## src/rtl/raminfr_pkg.sv

```systemverilog
// Constants and types shared by the distributed RAM and its block-read engine.
package raminfr_pkg;
  localparam int RAM_AW = 5;
  localparam int RAM_DW = 4;

  typedef enum logic {
    IDLE = 1'b0,
    READ = 1'b1
  } rd_state_t;
endpackage

```

## src/rtl/raminfr_rd_stream_if.sv

```systemverilog
// Valid/ready word stream with a last-beat marker.
interface raminfr_rd_stream_if
  import raminfr_pkg::*;
#(
  parameter int DW = RAM_DW
) ();
  logic [DW-1:0] m_data;
  logic          m_valid;
  logic          m_ready;
  logic          m_last;

  modport master (output m_data, output m_valid, output m_last, input  m_ready);
  modport slave  (input  m_data, input  m_valid, input  m_last, output m_ready);
endinterface

```

## src/rtl/raminfr_rd_stream.sv

```systemverilog
// Block-read engine: walks the RAM read port from base for len words and
// emits each registered word on a valid/ready stream with a last flag.
module raminfr_rd_stream
  import raminfr_pkg::*;
#(
  parameter int AW = RAM_AW,
  parameter int DW = RAM_DW
) (
  input  logic                 clk,
  input  logic                 rst_n,
  input  logic                 start,
  input  logic [AW-1:0]        base,
  input  logic [AW:0]          len,
  output logic                 busy,
  output logic                 done,
  output logic [AW-1:0]        dpra,
  input  logic [DW-1:0]        dpo,
  raminfr_rd_stream_if.master  m
);
  rd_state_t     state;
  logic [AW-1:0] addr;
  logic [AW:0]   rem;
  logic [DW-1:0] data_q;
  logic          valid_q, last_q, done_q;
  logic          load, accept;

  // A new word may enter the output register when it is empty or draining.
  assign load   = (state == READ) && (rem != '0) && (!valid_q || m.m_ready);
  assign accept = valid_q && m.m_ready;

  always_ff @(posedge clk or negedge rst_n) begin
    if (!rst_n) begin
      state   <= IDLE;
      addr    <= '0;
      rem     <= '0;
      data_q  <= '0;
      valid_q <= 1'b0;
      last_q  <= 1'b0;
      done_q  <= 1'b0;
    end else begin
      done_q <= 1'b0;
      case (state)
        IDLE: if (start) begin
          addr <= base;
          rem  <= len;
          if (len == '0) done_q <= 1'b1;
          else           state  <= READ;
        end
        READ: begin
          if (load) begin
            data_q  <= dpo;
            valid_q <= 1'b1;
            last_q  <= (rem == (AW+1)'(1));
            addr    <= addr + AW'(1);
            rem     <= rem - (AW+1)'(1);
          end else if (accept) begin
            valid_q <= 1'b0;
            // Last beat leaves with rem==0, so no load can race this branch.
            if (last_q) begin
              last_q <= 1'b0;
              state  <= IDLE;
              done_q <= 1'b1;
            end
          end
        end
        default: state <= IDLE;
      endcase
    end
  end

  assign dpra      = addr;
  assign busy      = (state == READ) || valid_q;
  assign done      = done_q;
  assign m.m_data  = data_q;
  assign m.m_valid = valid_q;
  assign m.m_last  = last_q;
endmodule

```

## src/flat_wrapper.sv

```systemverilog
// flat-port wrapper written by rule: the top's interface ports become plain ports
module raminfr_rd_stream_flat import raminfr_pkg::*;
#(
  parameter int AW = RAM_AW,
  parameter int DW = RAM_DW
)
  (clk, rst_n, start, base, len, busy, done, dpra, dpo, m_m_data, m_m_valid, m_m_last, m_m_ready);
  raminfr_rd_stream_if #(.DW(DW)) m_i ();
  input  logic clk;
  input  logic rst_n;
  input  logic start;
  input  logic [AW-1:0] base;
  input  logic [AW:0] len;
  output logic busy;
  output logic done;
  output logic [AW-1:0] dpra;
  input  logic [DW-1:0] dpo;
  output wire logic [$bits(m_i.m_data)-1:0] m_m_data;
  output wire logic [$bits(m_i.m_valid)-1:0] m_m_valid;
  output wire logic [$bits(m_i.m_last)-1:0] m_m_last;
  input wire logic [$bits(m_i.m_ready)-1:0] m_m_ready;
  assign m_m_data = m_i.m_data;
  assign m_m_valid = m_i.m_valid;
  assign m_m_last = m_i.m_last;
  assign m_i.m_ready = m_m_ready;
  raminfr_rd_stream #(.AW(AW), .DW(DW)) u_core (.clk(clk), .rst_n(rst_n), .start(start), .base(base), .len(len), .busy(busy), .done(done), .dpra(dpra), .dpo(dpo), .m(m_i));
endmodule
```

## config.mk

```make
export PLATFORM = sky130hd
export DESIGN_NAME = raminfr_rd_stream_flat
export DESIGN_NICKNAME = d
export VERILOG_FILES = /design/src/rtl/raminfr_pkg.sv /design/src/rtl/raminfr_rd_stream_if.sv /design/src/rtl/raminfr_rd_stream.sv /design/src/flat_wrapper.sv
export SDC_FILE = /design/constraint.sdc
export NUM_CORES = 1
export LEC_CHECK = 0
export BUFFER_PORTS_ARGS = -buffer_cell sky130_fd_sc_hd__buf_2
export CAP_MARGIN = 5
export CORE_UTILIZATION = 55
export CTS_CLUSTER_DIAMETER = 120
export CTS_CLUSTER_SIZE = 24
export DETAILED_ROUTE_END_ITERATION = 12
export GPL_TIMING_DRIVEN = 0
export PLACE_DENSITY = 0.82
export SYNTH_ARGS = -nofsm -noshare
export SYNTH_HDL_FRONTEND = slang
export SYNTH_SLANG_ARGS = --single-unit
```

## constraint.sdc

```tcl
create_clock -name clk -period 4 [get_ports clk]
set_clock_uncertainty 0.1 [all_clocks]
set_input_delay 0 -clock clk [delete_from_list [all_inputs] [get_ports clk]]
set_output_delay 0 -clock clk [all_outputs]
set_load 0.02 [all_outputs]
```

# Word-level counts from Yosys, hierarchy flattened
# Cells that the tools add are included.
[word_totals]
reg_bits = 19
inputBits = 19
out_inout_bits = 13
word_cells = 46
[classes]
n_addsub = 2
n_eq_ne = 3
mux = 21
n_bitwise = 1
reduce_logical = 12
[op_table]
columns = ["cell", "count"]
rows = [
  ["$mux W1", 13],
  ["$mux W6", 2],
  ["$pmux W6 S2", 1],
  ["$mux W5", 2],
  ["$pmux W5 S2", 1],
  ["$eq A6 B1 Y1 const B", 1],
  ["$logic_not A6 Y1", 1],
  ["$reduce_and A2 Y1", 3],
  ["$reduce_bool A6 Y1", 1],
  ["$sub A6 B1 Y6 const B", 1],
  ["$add A5 B1 Y5 const B", 1],
  ["$ne A2 B2 Y1 const B", 2],
  ["$pmux W1 S2", 2],
  ["$logic_and A1 B1 Y1", 3],
  ["$logic_or A1 B1 Y1", 2],
  ["$reduce_bool A2 Y1", 1],
  ["$logic_not A1 Y1", 1],
  ["$not A1 Y1", 1],
]

# Logic depth before layout (Yosys ltp)
# Gate-level depths: netlist of the first run.
[logic_depth]
word_depth = 5
ltp_mapped = 7

# Least setup slack after synthesis of the first run
# Ideal clock, no wire load.
[synth_timing]
kind = "reg2reg"
start = "register u_core.rem[0]"
end = "register u_core.data_q[0] (netlist: u_core.m.m_data[0])"
setup_ps = 125
arrival_ps = 1481
required_ps = 3775
setup_slack_ps = 2294
stages_incl_launch_ff = 7
path_cell_list = "dfrtp_1 -> inv_1 -> ha_1 -> nor2b_1 -> nand2_1 -> nand3_2 -> mux2_2"
[synth_between]
elab_chain_len = 4
[synth_lines]
columns = ["element", "line", "source"]
rows = [
  ["start: declaration", "raminfr_rd_stream.sv:22", "logic [AW:0] rem;"],
  ["start signal: assignment", "raminfr_rd_stream.sv:45", "rem <= len;"],
  ["start signal: assignment", "raminfr_rd_stream.sv:55", "rem <= rem - (AW+1)'(1);"],
  ["$reduce_bool A6 Y1", "raminfr_rd_stream.sv:28", "assign load = (state == READ) && (rem != '0) && (!valid_q || m.m_ready);"],
  ["$logic_and A1 B1 Y1 (2 in a row)", "raminfr_rd_stream.sv:28", ""],
  ["$reduce_and A2 Y1 (no source line)", "-", ""],
  ["end signal: assignment", "raminfr_rd_stream.sv:51", "data_q <= dpo;"],
  ["end: declaration", "raminfr_rd_stream.sv:23", "logic [DW-1:0] data_q;"],
]
# Every way passes these cells.
# A chain may end at the register's enable or synchronous reset.

# Worst setup path in the final report of the first run
[layout_timing]
start = "input len[2]"
end = "register u_core.done_q (netlist: u_core.done)"
[layout_between]
elab_chain_len = 4
[layout_lines]
columns = ["element", "line", "source"]
rows = [
  ["start: declaration", "flat_wrapper.sv:13", "input logic [AW:0] len;"],
  ["$logic_not A6 Y1", "raminfr_rd_stream.sv:46", "if (len == '0) done_q <= 1'b1;"],
  ["$mux W1", "raminfr_rd_stream.sv:46", ""],
  ["$mux W1", "raminfr_rd_stream.sv:43", "IDLE: if (start) begin"],
  ["$pmux W1 S2", "raminfr_rd_stream.sv:42", "case (state)"],
  ["end signal: assignment", "raminfr_rd_stream.sv:39", "done_q <= 1'b0;"],
  ["end signal: assignment", "raminfr_rd_stream.sv:41", "done_q <= 1'b0;"],
  ["end signal: assignment", "raminfr_rd_stream.sv:46", ""],
  ["end: declaration", "raminfr_rd_stream.sv:24", "logic valid_q, last_q, done_q;"],
]
# Every way passes these cells.

==> results of run 1 <==
[sequential cells by signal, indices dropped and copies added, names as in the netlist]
name	count
u_core.done	1
u_core.dpra	5
u_core.m.m_data	4
u_core.m.m_last	1
u_core.m.m_valid	1
u_core.rem	6
u_core.state	1
[layout make-up]
type | count | area [µm²]
Fill cell | 136 | 397
Tap cell | 27 | 33.8
Inverter | 6 | 22.5
Clock buffer | 4 | 26.3
Sequential cell | 19 | 475
Buffer | 5 | 36.3
Multi-Input combinational cell | 85 | 621
Timing Repair Buffer | 50 | 350
[final timing paths]
path | startpoint | endpoint | slack, ns | cells after the start
min in group clk | base[4] | u_core.dpra[4] | 0.05 | 3
worst min-delay path | rst_n | u_core.rem[3] | 0.05 | 2
worst max-delay path | len[2] | u_core.done | 1.21 | 8
worst min register to register | u_core.m.m_data[2] | u_core.m.m_data[2] | 0.42 | 1
max in group asynchronous | rst_n | u_core.dpra[2] | 3.44 | 2
worst max register to register | u_core.rem[0] | u_core.done | 1.80 | 6
[cells in the mapped netlist (3+ instances only)]
| library cell | n | share of area (%) |
|---|---|---|
| o21ai_0 | 9 | 3.9 |
| a211oi_1 | 3 | 2.0 |
| nor4_1 | 3 | 1.6 |
| mux2i_1 | 6 | 5.2 |
| inv_1 | 6 | 2.0 |
| nor2_1 | 5 | 1.6 |
| dfrtp_1 | 19 | 41 |
| ha_1 | 4 | 4.3 |
| nor2b_1 | 3 | 1.6 |
| a21oi_1 | 4 | 1.7 |
| mux2_2 | 4 | 3.9 |
| nand2_1 | 10 | 3.3 |
[worst register-to-register path, cell delays in order, from the launching register on]
cell and delay [ns]:
dfrtp_1 0.44, inv_1 0.13, ha_1 0.18, nor2b_1 0.22
nand2_1 0.24, o22ai_1 0.25, dlygate4sd3_1 0.58
[stage by stage]
step                      util (%)  power, mW  instances
after floorplan                  -      0.669        115
after global placement        68.2      0.777        172
after detailed placement      68.2      0.804        172
after CTS                     79.8      0.914        196
after global routing          79.8      0.992        196
final                         79.8      0.919        196
[repair_timing]
item,CTS,global route
hold buffers,20,0
setup buffers,0,0
hold endpoints to repair,37,0
endpoints found under the setup margin,0,0
[cells in the final DEF (no fill, tap or decap), types with 4 or more instances in the layout]
master and instances:
buf_2 32, dlygate4sd3_1 20, dfrtp_1 19, nand2_1 10, o21ai_0 9, inv_1 6, mux2i_1 6, nor2_1 5
a21oi_1 4, mux2_2 4, ha_1 4
[power breakdown]
| part | internal, mW | total [mW] | switching (mW) |
|---|---|---|---|
| Combinational | 0.213 | 0.476 | 0.263 |
| Clock | 0.0389 | 0.0983 | 0.0594 |
| Sequential | 0.266 | 0.345 | 0.0788 |
[kinds of logic (layout without fill, tap and decap cells)]
logic type                 count (synthesis)  after routing  share of synthesized area [%]
adders and majority gates                  4              4                           4.33
DFF                                       19             19                           41.2
muxes                                     10             10                           9.10
buffers and inverters                     11             65                           5.09
xor gates and xnor gates                   2              2                           1.52
and+or+nand+nor                           39             39                           19.2
AOI/OAI and AO/OA                         30             30                           19.6
[per-layer routing]
| layer | up-vias | part of all wire [%] | GRT usage, % |
|---|---|---|---|
| li1 | 534 | - | - |
| met1 | 531 | 43 | 39.5 |
| met2 | 38 | 51 | 49.7 |
| met3 | 8 | 4.4 | 6.79 |
| met4 | 0 | 1.8 | 10.6 |
| met5 | - | 0 | 0 |
==> impl_metrics.json, run 1 <==
{
  "outcome": "finished, final reports clean",
  "num_io_pins": 32,
  "fin_nets": 193,
  "pre_cts_slack_ns": 2.06,
  "ant_nets": 0,
  "diodes": 0,
  "hp-class": "in -> async",
  "synth_area_per_cell_um2": 10.0,
  "setup_viol": 0,
  "h-tree-depth": 1,
  "num_rows": 16,
  "fp.coreArea_um2": 1960,
  "critPathKind": "in -> reg",
  "critPathArrivalTime_ns": 2.94,
  "crit_family": "buffers and inverters",
  "cts-resized-gates": 0,
  "crit_buf_inv": 5,
  "crit_top_cell": "dlygate4sd3_1",
  "crit_required_ns": 4.15,
  "p_leak_nw": 0.729,
  "final_hold_viol_count": 0,
  "totalNegativeSetupSlack_ns": 0,
  "die_w_um": 47.8,
  "area_growth_pct": 35.5,
  "initial_core_util_pct": 58.9,
  "synth_warnings": 0,
  "finalMaxSlewViolations": 0,
  "globalplace.congestion": 0.876,
  "synth_seq_cells": 19,
  "slew_headroom_pct": 66.9,
  "routed_wirelength_mm": 3.01,
  "ys.flop_type": "dfrtp_1",
  "overflow": 0,
  "path_max_fanout": 2,
  "track_usage_pct": 30.4,
  "ir_worst_vdd_v": 0.000457,
  "tightest_slew_ns": 0.491,
  "cap_viol_max_count": 0,
  "grt_setup_unrepaired": "no",
  "ctsRootBufferMaster": "clkbuf_4",
  "fin_crit_ns": 2.79,
  "grt_max_degree": 20,
  "setup_ws_ns": 1.21,
  "power_density_nw_per_um2": 587,
  "num_vias": 1111,
  "worstPathCellList": "dlygate4sd3_1 > buf_2 > nor4_1 > dlygate4sd3_1 > nand2_1 > dlygate4sd3_1 > o22ai_1 > dlygate4sd3_1",
  "critical_path.max_stage_delay_ns": 0.59,
  "port_buffers": 30,
  "drc": 0,
  "dp_hpwl_mm": 2.05,
  "grt_pass1_wl_mm": 4.80,
  "fin_area_um2": 1570,
  "cts_num_sinks": 19,
  "slowest_stage": "dlygate4sd3_1",
  "period_share_pct": 69.7,
  "cts.path.max_buffers": 2,
  "drtIter0Drc": 26,
  "fmax_ghz": 0.359,
  "synth_edf_count": 0,
  "first_pass_iters": 4,
  "synth_cell_types": 41,
  "whs_ns": 0.0476,
  "setup.worst_path.end_class": "flip-flop",
  "ys_seq_area_share_pct": 41.2,
  "grt_pass1_vias": 1055,
  "async_reset_ff_share_pct": 100,
  "numCtsBuffers": 3,
  "avgRoutedWirePerCell_um": 15.3,
  "clk_pin_slew_ns": 0.11,
  "synthCells": 115,
  "synth_nets": 138,
  "clk_latency_ns": 0.31,
  "drive_above_1_share_pct": 29.0,
  "die-area_um2": 2290,
  "viasPerCell": 5.67,
  "antenna_found_initial": 0,
  "die_y_um": 47.8,
  "dpl_cell_area_um2": 1340,
  "cts_tree": "built",
  "startpoint_type": "input pin",
  "syn_area_um2": 1150
}
(Power assumes the default switching activity.)
==> run 2: changes to the inputs <==
--- a/config.mk
+++ b/config.mk
@@ -5,14 +5,15 @@
 export SDC_FILE = /design/constraint.sdc
 export NUM_CORES = 1
 export LEC_CHECK = 0
+export ABC_AREA = 1
 export BUFFER_PORTS_ARGS = -buffer_cell sky130_fd_sc_hd__buf_2
 export CAP_MARGIN = 5
-export CORE_UTILIZATION = 55
+export CORE_UTILIZATION = 51
 export CTS_CLUSTER_DIAMETER = 120
 export CTS_CLUSTER_SIZE = 24
 export DETAILED_ROUTE_END_ITERATION = 12
 export GPL_TIMING_DRIVEN = 0
-export PLACE_DENSITY = 0.82
+export PLACE_DENSITY = 0.78
 export SYNTH_ARGS = -nofsm -noshare
 export SYNTH_HDL_FRONTEND = slang
 export SYNTH_SLANG_ARGS = --single-unit
==> constraint.sdc (replaced) <==
create_clock -name clk -period 2.59 [get_ports clk]
set_clock_uncertainty 0.1 [all_clocks]
set_input_delay 0 -clock clk [delete_from_list [all_inputs] [get_ports clk]]
set_output_delay 0 -clock clk [all_outputs]
set_load 0.02 [all_outputs]
==> run 2 against run 1 <==
Compared with the run above:
- sequential share of layout area increased by 0.52 points
- register-to-register slack got worse by 0.74 ns
- first-iteration DRC count increased by 100%
- count of clock-buffer cells in the layout unchanged
- non-clock buffer count unchanged
- core utilization decreased by 3.7 points
- highest routed layer unchanged
==> impl_metrics.json, run 2 <==
{
  "post-cts-setup-buffer-count": 0,
  "track_usage_pct": 25.7,
  "reg2regPathDepth": 8,
  "die_y_um": 48.9,
  "layout_commonest_cell": "nand2_1",
  "endpoint": "u_core.done",
  "ctsRootBufferMaster": "clkbuf_4",
  "synth_nets": 173,
  "tightest_slew_ns": 0.434,
  "routed_wirelength_mm": 2.86,
  "avgRoutedWirePerCell_um": 12.3,
  "num_vias": 1225,
  "cts_tree": "built",
  "synth_area_per_cell_um2": 7.49,
  "async_reset_ff_share_pct": 100,
  "ant_nets": 0,
  "synth_cell_types": 23,
  "regMostFlops": "u_core.rem",
  "synth.most_common_cell": "nand2_1",
  "whs_ns": 0.0538,
  "area_growth_pct": 37.0,
  "ys.flop_type": "dfrtp_1",
  "initial_core_util_pct": 55.6,
  "drtIter0Drc": 52,
  "fin_crit_ns": 2.13,
  "synth_warnings": 0,
  "dp_hpwl_mm": 1.87,
  "finalMaxSlewViolations": 0,
  "r2r-start": "u_core.rem[0]",
  "worst-r2r-setup-slack_ns": 1.06,
  "synth_common_cells": "61 x nand2_1, 19 x dfrtp_1, 15 x nand3_1, 11 x o21ai_0, 10 x inv_1",
  "startpoint_type": "input pin",
  "cts.path.max_buffers": 2,
  "outcome": "finished, final reports clean",
  "fmax_ghz": 0.470,
  "die-area_um2": 2390,
  "synthCells": 150,
  "drc": 0,
  "clk_pin_slew_ns": 0.11,
  "antenna_found_initial": 0,
  "cts_num_sinks": 19,
  "p_leak_nw": 0.816,
  "crit_path_start": "len[4]",
  "ys_seq_area_share_pct": 42.3,
  "setup_viol": 0,
  "synth_seq_cells": 19,
  "synthTopCellsByArea": "dfrtp_1 42%, nand2_1 20%, nand3_1 6.7%",
  "grt_pass1_wl_mm": 4.80,
  "globalplace.congestion": 0.875,
  "synth_edf_count": 0,
  "critPathArrivalTime_ns": 2.25,
  "final_hold_viol_count": 0,
  "syn_area_um2": 1120,
  "period_share_pct": 82.1,
  "path_max_fanout": 2,
  "die_w_um": 48.9,
  "crit_required_ns": 2.71,
  "cap_viol_max_count": 0,
  "yosysTopAreaCellShare_pct": 42.3,
  "num_io_pins": 32,
  "ir_worst_vdd_v": 0.000677,
  "grt_pass1_vias": 1088,
  "viasPerCell": 5.28,
  "setup.worst_path.end_class": "flip-flop",
  "final_cell_mix": "61 x nand2_1, 32 x buf_2, 20 x dlygate4sd3_1, 19 x dfrtp_1, 15 x nand3_1",
  "grt_setup_unrepaired": "no",
  "critPathKind": "in -> reg",
  "overflow": 0,
  "drive_above_1_share_pct": 23.9,
  "numCtsBuffers": 3,
  "diodes": 0,
  "r2r_end": "u_core.rem[2]",
  "first_pass_iters": 4,
  "power_density_nw_per_um2": 1030,
  "totalNegativeSetupSlack_ns": 0,
  "slew_headroom_pct": 71.1,
  "largest_reg_flops": 6,
  "clk_latency_ns": 0.29,
  "grt_max_degree": 20,
  "h-tree-depth": 1,
  "port_buffers": 31,
  "yosysTopAreaCell": "dfrtp_1",
  "fp.coreArea_um2": 2020,
  "num_rows": 16,
  "hp-class": "in -> async",
  "fin_nets": 229
}
[run 2: how the worst min path moves through the flow]
stage               start             to  slack (ns)  cells after the start
finish              rst_n    u_core.done        0.05                      2
global route        rst_n  u_core.rem[2]        0.09                      2
CTS                 rst_n    u_core.done        0.06                      2
detailed placement  rst_n  u_core.rem[2]       -0.14                      1
global placement    rst_n  u_core.rem[3]       -0.14                      1
floorplan           rst_n    u_core.done       -0.40                      0
[run 2: final cells by class]
type / count / area, µm²
Multi-Input combinational cell: 116 / 579
Fill cell: 144 / 483
Sequential cell: 19 / 475
Timing Repair Buffer: 51 / 355
Inverter: 11 / 41.3
Tap cell: 27 / 33.8
Buffer: 4 / 27.5
Clock buffer: 4 / 26.3
[run 2: per-layer routing]
metal	global-route usage, %	share of wire (%)	vias up
met5	0	0	-
li1	-	-	591
met4	9.31	1.5	0
met1	35.7	44	562
met2	40.5	47	65
met3	4.36	7.2	7
[run 2: kinds of logic (layout without fill, tap and decap cells)]
family,after synthesis,in the layout,share of synthesized area [%]
buffers and inverters,15,70,6.12
adder cells (fa/ha/maj),4,4,4.45
flip-flops,19,19,42.3
AND/OR/NAND/NOR,99,99,40.9
AO/OA/AOI/OAI,13,13,6.24
[run 2: where the power goes]
part	switching [mW]	internal (mW)
registers	0.127	0.426
logic	0.553	0.332
clock network	0.0915	0.0600
[run 2: timing repair]
action                                 in CTS  in global routing
hold buffers                               20                  0
endpoints found under the hold margin      37                  0
gates resized for setup                     0                  0
[run 2: critical path, cell delays in order]
cell and delay (ns):
dlygate4sd3_1 0.54, buf_2 0.13, nor2_1 0.09, dlygate4sd3_1 0.55
nand4_1 0.12, dlygate4sd3_1 0.62, o21ai_0 0.20
[run 2: through the flow]
step / area [µm²] / std cells / setup slack, ns / total power [mW] / util, %
6_report: 1540 / 232 / 0.463 / 1.59 / 76.1
3_3_place_gp: 1310 / 208 / 1.14 / 1.36 / 64.9
4_1_cts: 1540 / 232 / 0.558 / 1.57 / 76.1
2_1_floorplan: 1120 / 150 / 1.17 / 1.17 / -
5_1_grt: 1540 / 232 / 0.380 / 1.72 / 76.1
3_5_place_dp: 1310 / 208 / 1.08 / 1.40 / 64.9
==> run 3: changes to the inputs <==
--- a/config.mk
+++ b/config.mk
@@ -8,12 +8,12 @@
 export ABC_AREA = 1
 export BUFFER_PORTS_ARGS = -buffer_cell sky130_fd_sc_hd__buf_2
 export CAP_MARGIN = 5
-export CORE_UTILIZATION = 51
+export CORE_UTILIZATION = 46
 export CTS_CLUSTER_DIAMETER = 120
 export CTS_CLUSTER_SIZE = 24
 export DETAILED_ROUTE_END_ITERATION = 12
 export GPL_TIMING_DRIVEN = 0
-export PLACE_DENSITY = 0.78
+export PLACE_DENSITY = 0.74
 export SYNTH_ARGS = -nofsm -noshare
 export SYNTH_HDL_FRONTEND = slang
 export SYNTH_SLANG_ARGS = --single-unit
==> constraint.sdc (replaced) <==
create_clock -name clk -period 1.75 [get_ports clk]
set_clock_uncertainty 0.1 [all_clocks]
set_input_delay 0 -clock clk [delete_from_list [all_inputs] [get_ports clk]]
set_output_delay 0 -clock clk [all_outputs]
set_load 0.02 [all_outputs]
==> run 3 against run 2 <==
Compared with the run above:
- setup slack worse by 0.26 ns
- critical path type unchanged
- first-iteration DRC count is 29% lower
- highest routed layer unchanged
- design area shrank 0.49%
- sequential cell count is the same
==> impl_metrics.json, run 3 (synthesized netlist as in run 2, its figures left out) <==
{
  "outcome": "finished, final reports clean",
  "grt_pass1_wl_mm": 4.75,
  "drive_above_1_share_pct": 24.5,
  "fin_crit_ns": 1.54,
  "totalNegativeSetupSlack_ns": 0,
  "post-cts-setup-buffer-count": 0,
  "num_rows": 17,
  "crit_required_ns": 1.88,
  "h-tree-depth": 1,
  "ctsRootBufferMaster": "clkbuf_4",
  "path_max_fanout": 2,
  "area_growth_pct": 36.3,
  "final_cell_mix": "61 x nand2_1, 32 x buf_2, 19 x dlygate4sd3_1, 19 x dfrtp_1, 15 x nand3_1",
  "critPathKind": "in -> reg",
  "diodes": 0,
  "largest_reg_flops": 6,
  "avgRoutedWirePerCell_um": 12.1,
  "viasPerCell": 5.11,
  "slowest_stage": "dlygate4sd3_1",
  "cts_tree": "built",
  "numCtsBuffers": 3,
  "dp_hpwl_mm": 1.89,
  "globalplace.congestion": 0.887,
  "die-area_um2": 2640,
  "clk_latency_ns": 0.30,
  "antenna_found_initial": 0,
  "startpoint_type": "input pin",
  "setup.worst_path.end_class": "flip-flop",
  "crit_top_cell": "dlygate4sd3_1",
  "finalMaxSlewViolations": 0,
  "crit_path_start": "len[1]",
  "period_share_pct": 88.2,
  "critPathArrivalTime_ns": 1.67,
  "power_density_nw_per_um2": 1530,
  "track_usage_pct": 24.2,
  "overflow": 0,
  "r2r-start": "u_core.rem[0]",
  "dpl_cell_area_um2": 1310,
  "num_io_pins": 32,
  "initial_core_util_pct": 49.8,
  "port_buffers": 31,
  "cap_viol_max_count": 0,
  "fin_area_um2": 1530,
  "layout_commonest_cell": "nand2_1",
  "fp.coreArea_um2": 2250,
  "grt_busiest_layer": "met2",
  "p_leak_nw": 0.813,
  "routed_wirelength_mm": 2.80,
  "final_hold_viol_count": 0,
  "fin_nets": 228,
  "drc": 0,
  "ant_nets": 0,
  "power.total_mw": 2.34,
  "fmax_ghz": 0.648,
  "critical_path.max_stage_delay_ns": 0.60,
  "die_y_um": 51.4,
  "grt_pass1_vias": 1106,
  "setup_viol": 0,
  "gr-usage-met3_pct": 3.57,
  "grt_setup_unrepaired": "no",
  "hp-class": "in -> async",
  "worstPathCellList": "dlygate4sd3_1 > buf_2 > nor2_1 > nand4_1 > dlygate4sd3_1 > o21ai_0",
  "use_met1_pct": 31.4,
  "use_met2_pct": 42.6,
  "regMostFlops": "u_core.rem",
  "tightest_slew_ns": 0.424,
  "cts.path.max_buffers": 2,
  "grt_max_degree": 20,
  "drtIter0Drc": 37,
  "cts_num_sinks": 19,
  "first_pass_iters": 4,
  "ir_worst_vdd_v": 0.00104,
  "die_w_um": 51.4,
  "clk_pin_slew_ns": 0.12,
  "num_vias": 1185,
  "slew_headroom_pct": 71.8
}
## run 3: per-layer routing
metal  wire (µm)  part of all wire (%)
met5           0                     0
met1        1230                    44
met3         164                   5.9
met4          10                  0.36
met2        1400                    50
## run 3: worst paths after layout
path                                      end  slack [ns]  cells past startpoint
max in group asynchronous      u_core.dpra[1]        1.20                      2
min                             u_core.rem[5]        0.05                      2
min in group clk           u_core.m.m_data[1]        0.33                      4
max reg2reg                    u_core.dpra[3]        0.23                      8
max                               u_core.done        0.21                      6
min reg2reg                u_core.m.m_data[1]        0.40                      2
## run 3: through the flow
step                std cells  hold slack (ns)  utilization [%]  setup WS [ns]
CTS                       232           0.0703             67.9          0.220
finish                    232           0.0488             67.9          0.207
global placement          209           -0.136             58.3          0.285
floorplan                 150           -0.396                -          0.333
global route              232           0.0903             67.9         0.0907
detailed placement        209           -0.132             58.3          0.237
## run 3: power by group
group | switching [mW] | total [mW] | internal [mW] | leakage [nW]
Combinational | 0.796 | 1.29 | 0.490 | 0.564
Clock | 0.145 | 0.230 | 0.0851 | 0.0177
Sequential | 0.194 | 0.824 | 0.630 | 0.232
## run 3: area by class of cell
class	count	area [µm²]
Buffer	4	27.5
Fill cell	202	723
Multi-Input combinational cell	116	579
Clock inverter	1	5.00
Inverter	11	41.3
Timing Repair Buffer	50	345
Clock buffer	3	22.5
Tap cell	28	35.0
Sequential cell	19	475
## run 3: critical path, delay by kind of cell
kind	cells	cell delay [ns]
AO/OA/AOI/OAI	1	0.15
buffers and inverters	3	1.26
AND/OR/NAND/NOR	2	0.26
## run 3: what timing repair did
| action | CTS | global route |
|---|---|---|
| endpoints found under the hold margin | 37 | 0 |
| hold buffers | 19 | 0 |
| gates resized for setup | 0 | 0 |
